<file path="src/rtl/display_scan_mux_if.sv">
// Digit bus from the stopwatch counter and the multiplexed display pins.
// The counter side is master; the scan mux is slave.
interface display_scan_mux_if;
  logic [3:0] bcd_h;
  logic [3:0] bcd_min_1;
  logic [3:0] bcd_min_0;
  logic [3:0] bcd_s_1;
  logic [3:0] bcd_s_0;
  logic [3:0] bcd_ms_2;
  logic [3:0] bcd_ms_1;
  logic [3:0] bcd_ms_0;
  logic [6:0] seg;
  logic       dp;
  logic [7:0] an;
  logic       frame_start;

  modport master (
    output bcd_h,
    output bcd_min_1,
    output bcd_min_0,
    output bcd_s_1,
    output bcd_s_0,
    output bcd_ms_2,
    output bcd_ms_1,
    output bcd_ms_0,
    input  seg,
    input  dp,
    input  an,
    input  frame_start
  );

  modport slave (
    input  bcd_h,
    input  bcd_min_1,
    input  bcd_min_0,
    input  bcd_s_1,
    input  bcd_s_0,
    input  bcd_ms_2,
    input  bcd_ms_1,
    input  bcd_ms_0,
    output seg,
    output dp,
    output an,
    output frame_start
  );
endinterface

</file>
<file path="src/rtl/display_scan_mux.sv">
// 8-digit 7-segment scan multiplexer with per-frame snapshot, hold,
// inter-digit blanking and leading-zero blanking of the hours digit.
module display_scan_mux #(
  parameter int unsigned DWELL_CYC  = 1,
  parameter int unsigned BLANK_CYC  = 1,
  parameter bit          ACTIVE_LOW = 1'b0,
  parameter bit          LZ_BLANK   = 1'b1
) (
  input  logic              NEclk,
  input  logic              Reset,
  input  logic              Hold,
  display_scan_mux_if.slave bus
);

  localparam int unsigned MAXC =
    (DWELL_CYC > BLANK_CYC) ? DWELL_CYC : BLANK_CYC;
  localparam int CW = (MAXC > 1) ? $clog2(MAXC) : 1;

  localparam logic [CW-1:0] DWELL_LAST =
    CW'(DWELL_CYC - 1);
  localparam logic [CW-1:0] BLANK_LAST =
    CW'((BLANK_CYC == 0) ? 0 : BLANK_CYC - 1);

  typedef enum logic [0:0] {
    BLANK = 1'b0,
    SHOW  = 1'b1
  } state_e;

  localparam state_e ENTRY =
    (BLANK_CYC == 0) ? SHOW : BLANK;

  state_e            state_q, state_d;
  logic [2:0]        idx_q, idx_d;
  logic [CW-1:0]     cnt_q, cnt_d;
  logic [7:0][3:0]   snap_q, snap_d;
  logic              boot_q, boot_d;
  logic [6:0]        seg_q, seg_d;
  logic              dp_q, dp_d;
  logic [7:0]        an_q, an_d;
  logic              fs_q, fs_d;

  logic [7:0][3:0]   live;
  logic              wrap;
  logic [3:0]        digit;
  logic              dark;

  function automatic logic [6:0] enc(
    input logic [3:0] d
  );
    logic [6:0] s;
    case (d)
      4'd0:    s = 7'h3F;
      4'd1:    s = 7'h06;
      4'd2:    s = 7'h5B;
      4'd3:    s = 7'h4F;
      4'd4:    s = 7'h66;
      4'd5:    s = 7'h6D;
      4'd6:    s = 7'h7D;
      4'd7:    s = 7'h07;
      4'd8:    s = 7'h7F;
      4'd9:    s = 7'h6F;
      default: s = 7'h40;
    endcase
    return s;
  endfunction

  assign live = {
    bus.bcd_h,
    bus.bcd_min_1,
    bus.bcd_min_0,
    bus.bcd_s_1,
    bus.bcd_s_0,
    bus.bcd_ms_2,
    bus.bcd_ms_1,
    bus.bcd_ms_0
  };

  always_ff @(negedge NEclk) begin
    if (Reset) begin
      state_q <= ENTRY;
      idx_q   <= '0;
      cnt_q   <= '0;
      snap_q  <= '0;
      boot_q  <= 1'b1;
      seg_q   <= '0;
      dp_q    <= 1'b0;
      an_q    <= '0;
      fs_q    <= 1'b0;
    end else begin
      state_q <= state_d;
      idx_q   <= idx_d;
      cnt_q   <= cnt_d;
      snap_q  <= snap_d;
      boot_q  <= boot_d;
      seg_q   <= seg_d;
      dp_q    <= dp_d;
      an_q    <= an_d;
      fs_q    <= fs_d;
    end
  end

  always_comb begin
    state_d = state_q;
    idx_d   = idx_q;
    cnt_d   = cnt_q;
    snap_d  = snap_q;
    boot_d  = 1'b0;
    wrap    = 1'b0;
    fs_d    = 1'b0;
    seg_d   = '0;
    dp_d    = 1'b0;
    an_d    = '0;
    digit   = '0;
    dark    = 1'b0;

    // First edge after reset release re-enters digit 0 as a boundary
    if (boot_q) begin
      state_d = ENTRY;
      idx_d   = '0;
      cnt_d   = '0;
      wrap    = 1'b1;
    end else begin
      unique case (state_q)
        BLANK: begin
          if (cnt_q == BLANK_LAST) begin
            state_d = SHOW;
            cnt_d   = '0;
          end else begin
            cnt_d = cnt_q + 1'b1;
          end
        end
        SHOW: begin
          if (cnt_q == DWELL_LAST) begin
            state_d = ENTRY;
            idx_d   = idx_q + 3'd1;
            cnt_d   = '0;
            wrap    = (idx_q == 3'd7);
          end else begin
            cnt_d = cnt_q + 1'b1;
          end
        end
        default: begin
          state_d = ENTRY;
        end
      endcase
    end

    if (wrap) begin
      fs_d = 1'b1;
      if (!Hold) begin
        snap_d = live;
      end
    end

    // Outputs follow the state being entered, using the fresh snapshot
    digit = snap_d[idx_d];
    dark  = LZ_BLANK && (idx_d == 3'd7) &&
            (digit == 4'd0);

    if (state_d == SHOW && !dark) begin
      an_d  = 8'd1 << idx_d;
      seg_d = enc(digit);
      unique case (1'b1)
        (idx_d == 3'd3): dp_d = 1'b1;
        (idx_d == 3'd5): dp_d = 1'b1;
        (idx_d == 3'd7): dp_d = 1'b1;
        default:         dp_d = 1'b0;
      endcase
    end
  end

  assign bus.seg         = seg_q ^ {7{ACTIVE_LOW}};
  assign bus.dp          = dp_q ^ ACTIVE_LOW;
  assign bus.an          = an_q ^ {8{ACTIVE_LOW}};
  assign bus.frame_start = fs_q;

endmodule

</file>
<file path="src/flat_wrapper.sv">
// flat-port wrapper written by rule: the top's interface ports become plain ports
module display_scan_mux_flat 
#(
  parameter int unsigned DWELL_CYC  = 1,
  parameter int unsigned BLANK_CYC  = 1,
  parameter bit          ACTIVE_LOW = 1'b0,
  parameter bit          LZ_BLANK   = 1'b1
)
  (NEclk, Reset, Hold, bus_bcd_h, bus_bcd_min_1, bus_bcd_min_0, bus_bcd_s_1, bus_bcd_s_0, bus_bcd_ms_2, bus_bcd_ms_1, bus_bcd_ms_0, bus_seg, bus_dp, bus_an, bus_frame_start);
  display_scan_mux_if bus_i ();
  input  logic NEclk;
  input  logic Reset;
  input  logic Hold;
  input wire logic [$bits(bus_i.bcd_h)-1:0] bus_bcd_h;
  input wire logic [$bits(bus_i.bcd_min_1)-1:0] bus_bcd_min_1;
  input wire logic [$bits(bus_i.bcd_min_0)-1:0] bus_bcd_min_0;
  input wire logic [$bits(bus_i.bcd_s_1)-1:0] bus_bcd_s_1;
  input wire logic [$bits(bus_i.bcd_s_0)-1:0] bus_bcd_s_0;
  input wire logic [$bits(bus_i.bcd_ms_2)-1:0] bus_bcd_ms_2;
  input wire logic [$bits(bus_i.bcd_ms_1)-1:0] bus_bcd_ms_1;
  input wire logic [$bits(bus_i.bcd_ms_0)-1:0] bus_bcd_ms_0;
  output wire logic [$bits(bus_i.seg)-1:0] bus_seg;
  output wire logic [$bits(bus_i.dp)-1:0] bus_dp;
  output wire logic [$bits(bus_i.an)-1:0] bus_an;
  output wire logic [$bits(bus_i.frame_start)-1:0] bus_frame_start;
  assign bus_i.bcd_h = bus_bcd_h;
  assign bus_i.bcd_min_1 = bus_bcd_min_1;
  assign bus_i.bcd_min_0 = bus_bcd_min_0;
  assign bus_i.bcd_s_1 = bus_bcd_s_1;
  assign bus_i.bcd_s_0 = bus_bcd_s_0;
  assign bus_i.bcd_ms_2 = bus_bcd_ms_2;
  assign bus_i.bcd_ms_1 = bus_bcd_ms_1;
  assign bus_i.bcd_ms_0 = bus_bcd_ms_0;
  assign bus_seg = bus_i.seg;
  assign bus_dp = bus_i.dp;
  assign bus_an = bus_i.an;
  assign bus_frame_start = bus_i.frame_start;
  display_scan_mux #(.DWELL_CYC(DWELL_CYC), .BLANK_CYC(BLANK_CYC), .ACTIVE_LOW(ACTIVE_LOW), .LZ_BLANK(LZ_BLANK)) u_core (.NEclk(NEclk), .Reset(Reset), .Hold(Hold), .bus(bus_i));
endmodule
</file>
<file path="config.mk">
export PLATFORM = sky130hd
export DESIGN_NAME = display_scan_mux_flat
export DESIGN_NICKNAME = d
export VERILOG_FILES = /design/src/rtl/display_scan_mux_if.sv /design/src/rtl/display_scan_mux.sv /design/src/flat_wrapper.sv
export SDC_FILE = /design/constraint.sdc
export NUM_CORES = 1
export LEC_CHECK = 0
export CAP_MARGIN = 20
export CORE_MARGIN = 1
export CORE_UTILIZATION = 46
export DETAILED_ROUTE_END_ITERATION = 10
export PLACE_DENSITY = 0.8
export SLEW_MARGIN = 30
export SYNTH_ARGS = -nofsm -noshare
export SYNTH_HDL_FRONTEND = slang
export SYNTH_SLANG_ARGS = --single-unit
</file>
<file path="constraint.sdc">
create_clock -name NEclk -period 3.3 [get_ports NEclk]
set_clock_uncertainty 0.1 [all_clocks]
set_input_delay 0.66 -clock NEclk [delete_from_list [all_inputs] [get_ports NEclk]]
set_output_delay 0.66 -clock NEclk [all_outputs]
set_load 0.02 [all_outputs]
</file>
==> flow_metrics.env, run 1 <==
export IMPL_postRouteAntennaNets=0
export IMPL_num_vias=2895
export IMPL_tritoncts="done"
export IMPL_cp_data_required_time_ns=1.81
export IMPL_core_area_um2=5507
export IMPL_slowest_delay_ns=0.46
export IMPL_fin_cells=502
export IMPL_setup_ws_ns=-1.027
export IMPL_cts_sinks=55
export IMPL_fin_nets=472
export IMPL_clk_path_buf_depth=2
export IMPL_drt_total_wl_um=9244
export IMPL_wl_per_cell_um=18.41
export IMPL_setup_violations=21
export IMPL_syn_inst=273
export IMPL_grt_max_degree=37
export IMPL_first_global_vias=2721
export IMPL_tightestPinTransition_ns=0.5092
export IMPL_min_path_type="reg -> reg"
export IMPL_tns_ns=-13.05
export IMPL_relSlewSlack_pct=66.06
export IMPL_synth_edf_count=0
export IMPL_synth_most_common_cell="dfxtp_1"
export IMPL_clk_latency_ns=0.40
export IMPL_synthTopCellsByCount="dfxtp_1, mux2i_1, nor2_1"
export IMPL_cap_viol_max_count=0
export IMPL_synth_top_area_share_pct=42.02
export IMPL_dpl_hpwl_um=4486
export IMPL_rsz0062_at_grt="true"
export IMPL_cp_start_kind="input port"
export IMPL_die_area_um2=6002
export IMPL_cp_arrival_ns=2.83
export IMPL_htreeDepth=2
export IMPL_status="finished with violations"
export IMPL_startpoint="bus_bcd_min_0[1]"
export IMPL_path_clk_slew_ns=0.04
export IMPL_crit_buf_inv=2
export IMPL_ir_worst_vdd_uv=273.6
export IMPL_fp_row_count=27
export IMPL_place_area_um2=3408
export IMPL_synth_async_reset_ratio_pct=0
export IMPL_r2r_setup_slack_ns=-0.06
export IMPL_grt_ovfl_total=0
export IMPL_ys_seq_elements=55
export IMPL_yosysSeqAreaShare_pct=42.02
export IMPL_drv_slew=0
export IMPL_endpoint_kind="register"
export IMPL_power_leakage_nw=1.969
export IMPL_ff2ff_path_depth=13
export IMPL_drive_above_1_share_pct=33.26
export IMPL_portBuffers=51
export IMPL_syn_cell_area_um2=2620
export IMPL_die_h_um=77.47
export IMPL_gp_congestion=0.8937
export IMPL_path_class="in -> reg"
export IMPL_synth_distinct_cells=59
export IMPL_cp_depth=11
export IMPL_crit_end="u_core.bus.seg[0]"
export IMPL_detail_route_drc_violations=0
export IMPL_first_pass_iters=5
export IMPL_cp_max_fo=3
export IMPL_post_synth_top_area_cell="dfxtp_1"
export IMPL_io_pins=52
export IMPL_first_iter_violations=185
export IMPL_synth_nets=316
export IMPL_yosys_top_cells_area="dfxtp_1, mux2i_1, a21oi_1"
export IMPL_hold_viol_final=0
export IMPL_place_inst=416
export IMPL_cts_root_buf="clkbuf_8"
export IMPL_die_w_um=77.47
export IMPL_numCtsBuffers=5
export IMPL_crit_chain="clkdlybuf4s50_1, mux2i_1, o211ai_1, a2111oi_4, o21bai_4, ha_4, inv_4, nor3_4, a21oi_2, o211ai_2, o22ai_1"
export IMPL_power_density_nw_per_um2=415.8
export IMPL_ys_flop_type="dfxtp_1"
export IMPL_fin_area_um2=4224
export IMPL_grtUsageTotal_pct=26.11
export IMPL_ys_warn_count=0
export IMPL_path_delay_family="compound AO/OA/AOI/OAI gates"
export IMPL_diodes=0
export IMPL_vias_per_cell=5.767
export IMPL_synthToLayoutAreaGrowth_pct=61.22
export IMPL_antenna_found_initial=0
export IMPL_critical_path_slowest_cell="clkdlybuf4s50_1"
export IMPL_failed_checks="negative setup slack"
export IMPL_r2r_end="u_core.bus.seg[0]"
export IMPL_r2r_start="u_core.idx_q[1]"
export IMPL_syn_avg_cell_area_um2=9.597
export IMPL_grt_pass1_wl_um=12340
export IMPL_postCtsHoldBufs=0
export IMPL_initial_core_util_pct=47.58
==> repair_timing <==
item | CTS | global route
gates cloned | 1 | 0
pin swaps | 14 | 16
setup buffers | 18 | 15
setup endpoints to repair | 60 | 26
gates resized for setup | 117 | 43
==> sequential cells by signal (all words and copies together), names as in the netlist <==
signal / count
u_core.bus.dp: 1
u_core.bus.frame_start: 1
u_core.snap_q: 32
u_core.state_q: 1
u_core.idx_q: 3
u_core.bus.seg: 7
u_core.boot_q: 1
u_core.bus.an: 8
u_core.cnt_q: 1
==> cell usage in the layout (no fill, tap or decap), types with 5 or more instances in the layout <==
cell             count
nand2_1             26
nor3_1               5
a21oi_1             19
a21oi_2              6
buf_6               15
mux2i_4             11
mux2i_1             15
clkdlybuf4s50_1     33
nor2_1              25
clkbuf_8             5
buf_4               42
o22ai_1              8
dfxtp_1             55
inv_1               58
nand3_1              5
buf_2               15
==> power by group <==
part | internal [W] | leakage (nW) | switching, W | total, W
combinational | 0.000182 | 1.17 | 0.000155 | 0.000337
sequential | 0.000694 | 0.449 | 0.0000186 | 0.000713
clock | 0.000249 | 0.345 | 0.000458 | 0.000707
total | 0.00113 | 1.97 | 0.000631 | 0.00176
==> worst min-delay path by stage <==
stage	to	cells past startpoint	slack, ns	from
after global routing	u_core.snap_q[24]	2	0.37	u_core.snap_q[24]
after detailed placement	u_core.snap_q[21]	2	0.35	u_core.snap_q[21]
after floorplan	u_core.snap_q[10]	2	0.34	u_core.snap_q[10]
after global placement	u_core.snap_q[6]	2	0.34	u_core.snap_q[6]
final	u_core.snap_q[26]	2	0.35	u_core.snap_q[26]
after CTS	u_core.snap_q[21]	2	0.35	u_core.snap_q[21]
==> metal layers <==
layer | global-route usage, % | vias up | wire length, µm
li1 | - | 1287 | -
met1 | 28.83 | 1387 | 3571
met2 | 43.98 | 187 | 4692
met3 | 8.235 | 34 | 694
met4 | 15.09 | 0 | 285
met5 | 0 | - | 0
==> tightest hold or removal path: stages, from the launching register on <==
cell and delay [ns]:
dfxtp_1 0.30, nand2_1 0.05, a21oi_1 0.05
==> kinds of logic after synthesis <==
family | after synthesis | synth area share [%]
AOI/OAI and AO/OA | 66 | 19.49
xor gates and xnor gates | 2 | 0.6687
adders and majority gates | 8 | 3.821
buffers and inverters | 22 | 4.441
DFF | 55 | 42.02
muxes | 32 | 12.56
other | 1 | 0.1431
and+or+nand+nor | 87 | 16.86
==> metrics by stage <==
step           hold slack, ns  utilization [%]  setup WS, ns  power (W)
6_report               0.3533            76.71        -1.027   0.001756
5_1_grt                0.3713            76.71        -1.087   0.001840
4_1_cts                0.3514            71.67       -0.9322   0.001681
3_5_place_dp           0.3466            61.90        -1.866   0.001048
3_3_place_gp           0.3411            61.90        -1.762   0.001043
2_1_floorplan          0.3360                -        -1.328  0.0009400
==> cell type report <==
class,count,area [µm²]
sequential,55,1101
tap,72,90.09
timing repair buffer,110,979.7
clock buffer,5,68.82
fill,319,1282
multi-input combinational,196,1719
clock inverter,58,237.7
inverter,6,27.53
No activity file was read; power rests on OpenSTA's default activity.
==> run 2: changes to the inputs <==
--- a/config.mk
+++ b/config.mk
@@ -7,9 +7,9 @@
 export LEC_CHECK = 0
 export CAP_MARGIN = 20
 export CORE_MARGIN = 1
-export CORE_UTILIZATION = 46
+export CORE_UTILIZATION = 50
 export DETAILED_ROUTE_END_ITERATION = 10
-export PLACE_DENSITY = 0.8
+export PLACE_DENSITY = 0.83
 export SLEW_MARGIN = 30
 export SYNTH_ARGS = -nofsm -noshare
 export SYNTH_HDL_FRONTEND = slang
==> constraint.sdc (replaced) <==
create_clock -name NEclk -period 5.2 [get_ports NEclk]
set_clock_uncertainty 0.1 [all_clocks]
set_input_delay 1.04 -clock NEclk [delete_from_list [all_inputs] [get_ports NEclk]]
set_output_delay 1.04 -clock NEclk [all_outputs]
set_load 0.02 [all_outputs]
==> flow_metrics.env, run 2 (synthesis gave the netlist of run 1 again) <==
export IMPL_status="finished with violations"
export IMPL_failed_checks="negative setup slack"
export IMPL_startpoint="Hold"
export IMPL_cap_viol_max_count=0
export IMPL_setup_ws_ns=-0.4455
export IMPL_portBuffers=51
export IMPL_relSlewSlack_pct=45.97
export IMPL_hold_viol_final=0
export IMPL_path_class="in -> reg"
export IMPL_grt_max_degree=37
export IMPL_utilization_pct=81.21
export IMPL_wl_met2_um=3964
export IMPL_met3WireLength_um=564
export IMPL_dpl_hpwl_um=4401
export IMPL_cp_data_required_time_ns=2.80
export IMPL_min_to="u_core.snap_q[22]"
export IMPL_drt_total_wl_um=7683
export IMPL_tightestPinTransition_ns=0.8104
export IMPL_power_density_nw_per_um2=269.5
export IMPL_cts_root_buf="clkbuf_8"
export IMPL_antenna_found_initial=0
export IMPL_final_cell_mix="inv_1, dfxtp_1, clkdlybuf4s50_1"
export IMPL_cts_sinks=55
export IMPL_drv_slew=0
export IMPL_fin_area_um2=3963
export IMPL_die_area_um2=5534
export IMPL_first_iter_violations=162
export IMPL_top_register="u_core.snap_q"
export IMPL_grtUsageTotal_pct=28.09
export IMPL_gp_congestion=0.8262
export IMPL_endpoint_kind="register"
export IMPL_met1Wirelength_um=2925
export IMPL_cp_arrival_ns=3.25
export IMPL_total_power_w=0.001068
export IMPL_r2r_setup_slack_ns=1.60
export IMPL_num_vias=2683
export IMPL_postRouteAntennaNets=0
export IMPL_initial_core_util_pct=53.69
export IMPL_mostFrequentLayoutCell="inv_1"
export IMPL_clk_latency_ns=0.41
export IMPL_first_pass_iters=5
export IMPL_synthToLayoutAreaGrowth_pct=51.24
export IMPL_first_global_vias=2651
export IMPL_tritoncts="done"
export IMPL_min_from="u_core.snap_q[22]"
export IMPL_grt_pass1_wl_um=11740
export IMPL_r2r_start="u_core.idx_q[0]"
export IMPL_place_inst=403
export IMPL_min_path_type="reg -> reg"
export IMPL_place_area_um2=3354
export IMPL_fp_row_count=25
export IMPL_wl_per_cell_um=16.17
export IMPL_ff2ff_path_depth=11
export IMPL_largest_register_ffs=32
export IMPL_rsz0062_at_grt="true"
export IMPL_cp_start_kind="input port"
export IMPL_drive_above_1_share_pct=23.04
export IMPL_vias_per_cell=5.648
export IMPL_cp_max_fo=6
export IMPL_min_path_cells=2
export IMPL_path_clk_slew_ns=0.04
export IMPL_ir_worst_vdd_uv=151.4
export IMPL_power_leakage_nw=1.813
export IMPL_r2r_end="u_core.bus.seg[1]"
export IMPL_diodes=0
export IMPL_setup_violations=12
export IMPL_fin_nets=450
export IMPL_numCtsBuffers=5
export IMPL_clk_path_buf_depth=2
export IMPL_grt_ovfl_total=0
export IMPL_whs_ns=0.3500
export IMPL_core_area_um2=4880
export IMPL_detail_route_drc_violations=0
export IMPL_top_layer="met4"
export IMPL_fin_cells=475
export IMPL_io_pins=52
export IMPL_die_h_um=74.39
export IMPL_postCtsHoldBufs=0
export IMPL_htreeDepth=2
export IMPL_die_w_um=74.39
-- run 2: area by class of cell --
type                    count  area (µm²)
flip-flops and latches     55        1101
clock buffers               5       68.82
clock inverters            58       232.7
fillers                   319       917.1
inverters                   6       25.02
repair buffers             88       842.1
multi-input cells         196        1609
well taps                  67       83.83
-- run 2: worst max path at each step --
stage,end
4_1_cts,u_core.bus.seg[4]
3_3_place_gp,u_core.bus.an[7]
6_report,u_core.bus.seg[3]
2_1_floorplan,u_core.bus.seg[4]
5_1_grt,u_core.bus.seg[5]
3_5_place_dp,u_core.bus.an[4]
-- run 2: power breakdown --
group / total [W] / switching, W / internal (W) / leakage (nW)
combinational: 0.000178 / 0.0000812 / 0.0000971 / 1.02
sequential: 0.000453 / 0.0000121 / 0.000441 / 0.449
clock: 0.000436 / 0.000282 / 0.000155 / 0.344
total: 0.00107 / 0.000375 / 0.000693 / 1.81
-- run 2: critical path, stage by stage --
cell       delay, ns
buf_6           0.07
and2b_2         0.24
nor2_4          0.20
buf_12          0.17
buf_8           0.11
mux2_4          0.32
a2111oi_4       0.40
a21oi_2         0.09
buf_4           0.15
nor3_1          0.28
o2bb2ai_1       0.17
-- run 2: stage by stage --
stage                     setup TNS, ns  setup WS (ns)
after floorplan                  -8.818        -0.7580
after global placement           -19.52         -1.247
after detailed placement         -20.67         -1.317
after CTS                        -4.418        -0.3923
after global routing             -5.388        -0.4633
final                            -4.726        -0.4455
-- run 2: timing repair --
action,in CTS,in global routing
pin swaps,12,15
setup endpoints to repair,14,12
endpoints found under the hold margin,0,0
buffers inserted,8,2
gates cloned,1,0
resized for setup,25,25
-- run 2: metal layers --
layer  global-route usage [%]  vias up
met3                    10.03       32
met5                        0        -
met4                    17.40        0
met2                    46.45      141
li1                         -     1241
met1                    30.72     1269
